--- src/rtl/uart_pkg.sv ---
// uart_pkg: shared UART constants and rx state encoding; PARITY state exists only with UART_RX_PARITY_EN
package uart_pkg;
  localparam int OS_RATE   = 16;
  localparam int OS_MID    = 7;
  localparam int OS_LAST   = 15;
  localparam int DATA_BITS = 8;
  typedef enum logic [2:0] {
    ST_IDLE   = 3'd0,
    ST_START  = 3'd1,
    ST_DATA   = 3'd2,
    ST_STOP   = 3'd3,
    ST_BREAK  = 3'd4
`ifdef UART_RX_PARITY_EN
    ,
    ST_PARITY = 3'd5
`endif
  } rx_state_t;
endpackage

--- src/rtl/uart_baud_tick.sv ---
// uart_baud_tick: free-running oversample tick, high for one CLK every OS_DIV cycles
module uart_baud_tick #(
  parameter int OS_DIV = 2604,
  parameter int DIV_W  = 12
) (
  input  logic CLK,
  input  logic rst_n,
  output logic tick
);
  logic [DIV_W-1:0] r_cnt;
  assign tick = (r_cnt == DIV_W'(OS_DIV - 1));
  // count 0..OS_DIV-1 and wrap
  always_ff @(posedge CLK)
    if (!rst_n) r_cnt <= '0;
    else r_cnt <= tick ? '0 : r_cnt + 1'b1;
endmodule

--- src/rtl/uart_rx_os16.sv ---
// uart_rx_os16: 16x oversampling UART receiver, 8N1 by default, 8E1 when UART_RX_PARITY_EN is defined
module uart_rx_os16 import uart_pkg::*; #(
  parameter int OS_DIV = 2604,
  parameter int DIV_W  = 12
) (
  input  logic       CLK,
  input  logic       rst_n,
  input  logic       rxd,
  output logic       dout_rdy,
  output logic [7:0] dout_byte,
  output logic       frame_err,
  output logic       parity_err,
  output logic       busy
);
  localparam int OS_W  = $clog2(OS_RATE);
  localparam int IDX_W = $clog2(DATA_BITS);
  logic w_tick, w_par_bad, w_mid;
  logic r_rx_meta, r_rx_sync, r_armed;
  logic [1:0] r_flush;
  rx_state_t r_state;
  logic [OS_W-1:0] r_os;
  logic [IDX_W-1:0] r_idx;
  logic [DATA_BITS-1:0] r_shift;
  logic r_dout_rdy, r_frame_err, r_par_err;
  logic [7:0] r_dout_byte;

  uart_baud_tick #(.OS_DIV(OS_DIV), .DIV_W(DIV_W)) u_tick (.CLK(CLK), .rst_n(rst_n), .tick(w_tick));

  assign w_mid      = w_tick && (r_os == OS_W'(OS_LAST));
  assign dout_rdy   = r_dout_rdy;
  assign dout_byte  = r_dout_byte;
  assign frame_err  = r_frame_err;
  assign parity_err = r_par_err;
  assign busy       = (r_state != ST_IDLE);

  // 2-FF synchronizer; arm start detection only once the flushed line has been seen high
  always_ff @(posedge CLK)
    if (!rst_n) begin
      r_rx_meta <= 1'b1;
      r_rx_sync <= 1'b1;
      r_flush   <= 2'b00;
      r_armed   <= 1'b0;
    end else begin
      r_rx_meta <= rxd;
      r_rx_sync <= r_rx_meta;
      r_flush   <= {r_flush[0], 1'b1};
      r_armed   <= r_armed | (r_flush[1] & r_rx_sync);
    end

`ifdef UART_RX_PARITY_EN
  logic r_par_bad;
  assign w_par_bad = r_par_bad;
  // even-parity check, sampled mid parity bit
  always_ff @(posedge CLK)
    if (!rst_n) r_par_bad <= 1'b0;
    else if (w_mid && r_state == ST_PARITY) r_par_bad <= (r_rx_sync != ^r_shift);
`else
  assign w_par_bad = 1'b0;
`endif

  // frame FSM: all state moves on oversample ticks, output pulses last one CLK
  always_ff @(posedge CLK)
    if (!rst_n) begin
      r_state     <= ST_IDLE;
      r_os        <= '0;
      r_idx       <= '0;
      r_shift     <= '0;
      r_dout_rdy  <= 1'b0;
      r_dout_byte <= 8'h00;
      r_frame_err <= 1'b0;
      r_par_err   <= 1'b0;
    end else begin
      r_dout_rdy  <= 1'b0;
      r_frame_err <= 1'b0;
      r_par_err   <= 1'b0;
      if (w_tick) begin
        r_os <= r_os + 1'b1;
        case (r_state)
          ST_IDLE: if (!r_rx_sync && r_armed) begin
            r_os    <= '0;
            r_state <= ST_START;
          end
          ST_START: if (r_os == OS_W'(OS_MID)) begin
            r_os    <= '0;
            r_idx   <= '0;
            r_state <= r_rx_sync ? ST_IDLE : ST_DATA;
          end
          ST_DATA: if (w_mid) begin
            r_shift <= {r_rx_sync, r_shift[DATA_BITS-1:1]};
            r_idx   <= r_idx + 1'b1;
`ifdef UART_RX_PARITY_EN
            if (r_idx == IDX_W'(DATA_BITS - 1)) r_state <= ST_PARITY;
`else
            if (r_idx == IDX_W'(DATA_BITS - 1)) r_state <= ST_STOP;
`endif
          end
`ifdef UART_RX_PARITY_EN
          ST_PARITY: if (w_mid) r_state <= ST_STOP;
`endif
          ST_STOP: if (w_mid) begin
            r_frame_err <= !r_rx_sync;
            r_par_err   <= r_rx_sync && w_par_bad;
            r_dout_rdy  <= r_rx_sync && !w_par_bad;
            if (r_rx_sync && !w_par_bad) r_dout_byte <= r_shift;
            r_state     <= r_rx_sync ? ST_IDLE : ST_BREAK;
          end
          ST_BREAK: if (r_rx_sync) r_state <= ST_IDLE;
          default: r_state <= ST_IDLE;
        endcase
      end
    end
endmodule

--- config.mk ---
export PLATFORM = sky130hd
export DESIGN_NAME = uart_rx_os16
export DESIGN_NICKNAME = d
export VERILOG_FILES = /design/src/rtl/uart_pkg.sv /design/src/rtl/uart_baud_tick.sv /design/src/rtl/uart_rx_os16.sv
export SDC_FILE = /design/constraint.sdc
export NUM_CORES = 1
export LEC_CHECK = 0
export CORE_MARGIN = 1
export CORE_UTILIZATION = 25
export CTS_CLUSTER_SIZE = 40
export DETAILED_ROUTE_END_ITERATION = 12
export PLACE_DENSITY = 0.42
export SYNTH_ARGS = -nofsm -noshare
export SYNTH_HDL_FRONTEND = slang
export SYNTH_SLANG_ARGS = --single-unit
--- constraint.sdc ---
create_clock -name CLK -period 3.8 [get_ports CLK]
set_input_delay 1.14 -clock CLK [delete_from_list [all_inputs] [get_ports CLK]]
set_output_delay 1.14 -clock CLK [all_outputs]
set_load 0.005 [all_outputs]
==> run summary <==
Outcome = complete, no violations
Root Driver = clkbuf_8
Max Clock Freq = 365 MHz
Vias per cell = 4.83
EDFF count, synth = 0
Hold_ws = 0.413 ns
Yosys reg bits = 45
Placer's final routability congestion estimate = 0.732
Clk_skew = 0.0106 ns
Leakage = 0.727 nW
Max-slew headroom = 48.4%
CTS Hold Bufs = 0
DRT iter0 DRCs = 84
Final hold violation count = 0
Placed Cells = 330
Overflow after GRT = 0
Syn Inst Count = 232
Average size of a mapped cell = 8.46 um2
Warnings from Yosys = 0
Initial antenna violation count = 0
Drt pass-1 iters = 4
Post-DR wirelength/cell = 13.4 um
Worst-Margin Slew = 0.773 ns
Crit path from = r_state[1]$_SDFFE_PN0P_
Routed wire length = 4490 um
CP Capture Type = output pin
Tmin final = 2.74 ns
All-Layer GR Usage = 11.2%
Worst reg2reg path depth = 5
Layout cells sized above 1 = 5.06%
WP data arrival = 1.60 ns
Reg2reg end = r_state[2]$_SDFFE_PN0P_
CTS buffer count = 5
Final nets = 245
Cells on Worst Hold Path = 1
Count leader, synth = dfxtp_1
Syn nets = 239
Antenna cells = 0
Area leader, netlist = dfxtp_1
Area Overhead vs Synth = 13.8%
Cts repair resizes = 0
Worst setup margin = 1.06 ns
Peak supply drop = 0.121 mV
Clock-pin slew on the worst setup and hold paths = 0.08 ns
Finished Layout Cells = 336
Initial Utilization = 26.5%
Maxcap violations = 0
Num rows = 31
Worst hold start = r_rx_meta$_SDFF_PN1_
Commonest cells post-synth = dfxtp_1, nand3_1, o21ai_0
Vias = 1622
Die span in y = 90.6 um
Post-Syn Area = 1960 um2
Routed Antenna Nets = 0
Htree depth = 2
# fillers = 800
Die ar. = 8210 um2
Leading post-synthesis cells by cell area = dfxtp_1, nand3_1, o21ai_0
Ys async rst share = 0%
DRC = 0
HP Class = reg -> reg
Worst R2R Start = u_tick.r_cnt[0]$_SDFF_PP0_
Detailed Place HPWL = 2820 um
Reg-to-reg slack, setup = 1.68 ns
Final Power = 0.783 mW
CP max FO = 13
Distinct cells, synth = 40
Share of the synthesized area in the top cell type = 45.9%
Post-synthesis sequential area ratio = 45.9%
Endpoints failing setup = 0
CTS tree = built
Power Dens Cells = 350 nW/um2
Setup TNS = 0 ns
Ports = 15
Port-buffer cells = 13
Data required time of the worst path = 2.66 ns
RSZ-0062 raised after global routing = false
Worst skew pair latency = 0.30 ns
Worst hold endpoint = r_rx_sync$_SDFF_PN1_
Critical path class = reg -> out
Vias in the first global route = 1546
Clock sinks = 45
Synth Flop Type = dfxtp_1
Slew Viols, Final = 0
Chip Width = 90.6 um
First-pass GRT wire length = 7460 um
Number of setup buffers added after CTS = 0
Tcrit/Tclk final = 72.1%
Largest net degree at the start of global routing = 30
Clock Path Buffers = 2
CP startpoint kind = flip-flop
Pre-CTS setup slack = 1.13 ns
Total core area = 7410 um2
[routing by layer]
layer | vias to the layer above | part of all wire (%) | global-route usage (%)
met5 | - | 0 | 0
met4 | 0 | 1.6 | 4.03
met3 | 8 | 3.5 | 3.11
met2 | 23 | 44 | 17.2
met1 | 755 | 51 | 14.7
li1 | 836 | - | -
[stage by stage]
step	area, um2	utilization [%]
after floorplan	1960	-
after global placement	2160	29.2
after detailed placement	2160	29.2
after CTS	2230	30.2
after global routing	2230	30.2
final	2230	30.2
[critical path, cell delays in order (launching register included)]
cell             delay (ns)
dfxtp_1                0.44
or3_1                  0.41
clkdlybuf4s50_1        0.45
[cells by family after synthesis]
logic type / count (synthesis) / synth area share, %
DFF: 45 / 45.9
and+or+nand+nor: 94 / 26.4
other: 1 / 0.191
adders and majority gates: 4 / 2.55
xor gates and xnor gates: 10 / 4.46
buffers and inverters: 19 / 4.40
AOI/OAI and AO/OA: 59 / 16.1
[cell type report]
type / instances / area, um2 / share of cell area (%)
clock inverters: 1 / 5.00 / 0.224
inverters: 2 / 7.51 / 0.336
repair buffers: 16 / 153 / 6.83
well taps: 99 / 124 / 5.54
clock buffers: 5 / 68.8 / 3.08
flip-flops and latches: 45 / 901 / 40.3
multi-input cells: 168 / 976 / 43.7
[worst max-delay path by stage]
stage	endpoint	slack, ns
detailed placement	frame_err$_SDFF_PN0_	1.13
finish	busy	1.06
CTS	busy	1.05
floorplan	busy	1.81
global route	busy	0.98
global placement	dout_rdy$_SDFF_PN0_	1.19
[cells in the final DEF, fill, tap and decap left out, types with 2 or more instances in the layout]
cell type	synthesis	routed
nand3_1	29	29
ha_1	4	4
xor2_1	5	5
clkdlybuf4s50_1	0	13
nor2_1	15	15
a21oi_1	24	24
a31oi_1	2	2
and4_1	2	2
nand4b_1	3	3
or3_1	2	2
nor4_1	2	2
inv_1	2	2
clkbuf_8	0	5
nor3b_1	2	2
nand2_1	11	11
buf_4	1	3
xnor2_1	5	5
or3_4	2	2
nor3_1	6	6
nand2b_1	3	3
nand4_1	4	4
and3_1	4	4
and2_1	3	3
o21ai_0	27	27
dfxtp_1	45	45
[registers in the layout (all words and copies together), names as in the netlist]
signal and cells:
u_tick.r_cnt 12, r_rx_sync 1, r_rx_meta 1, r_flush 2, r_shift 8, r_idx 3, dout_byte 8, frame_err 1
r_os 4, r_armed 1, r_state 3, dout_rdy 1
[where the power goes]
part,internal (mW),total (mW),switching (mW)
clock network,0.121,0.280,0.159
registers,0.477,0.482,0.00525
logic,0.00790,0.0207,0.0128
(Power assumes the default switching activity.)
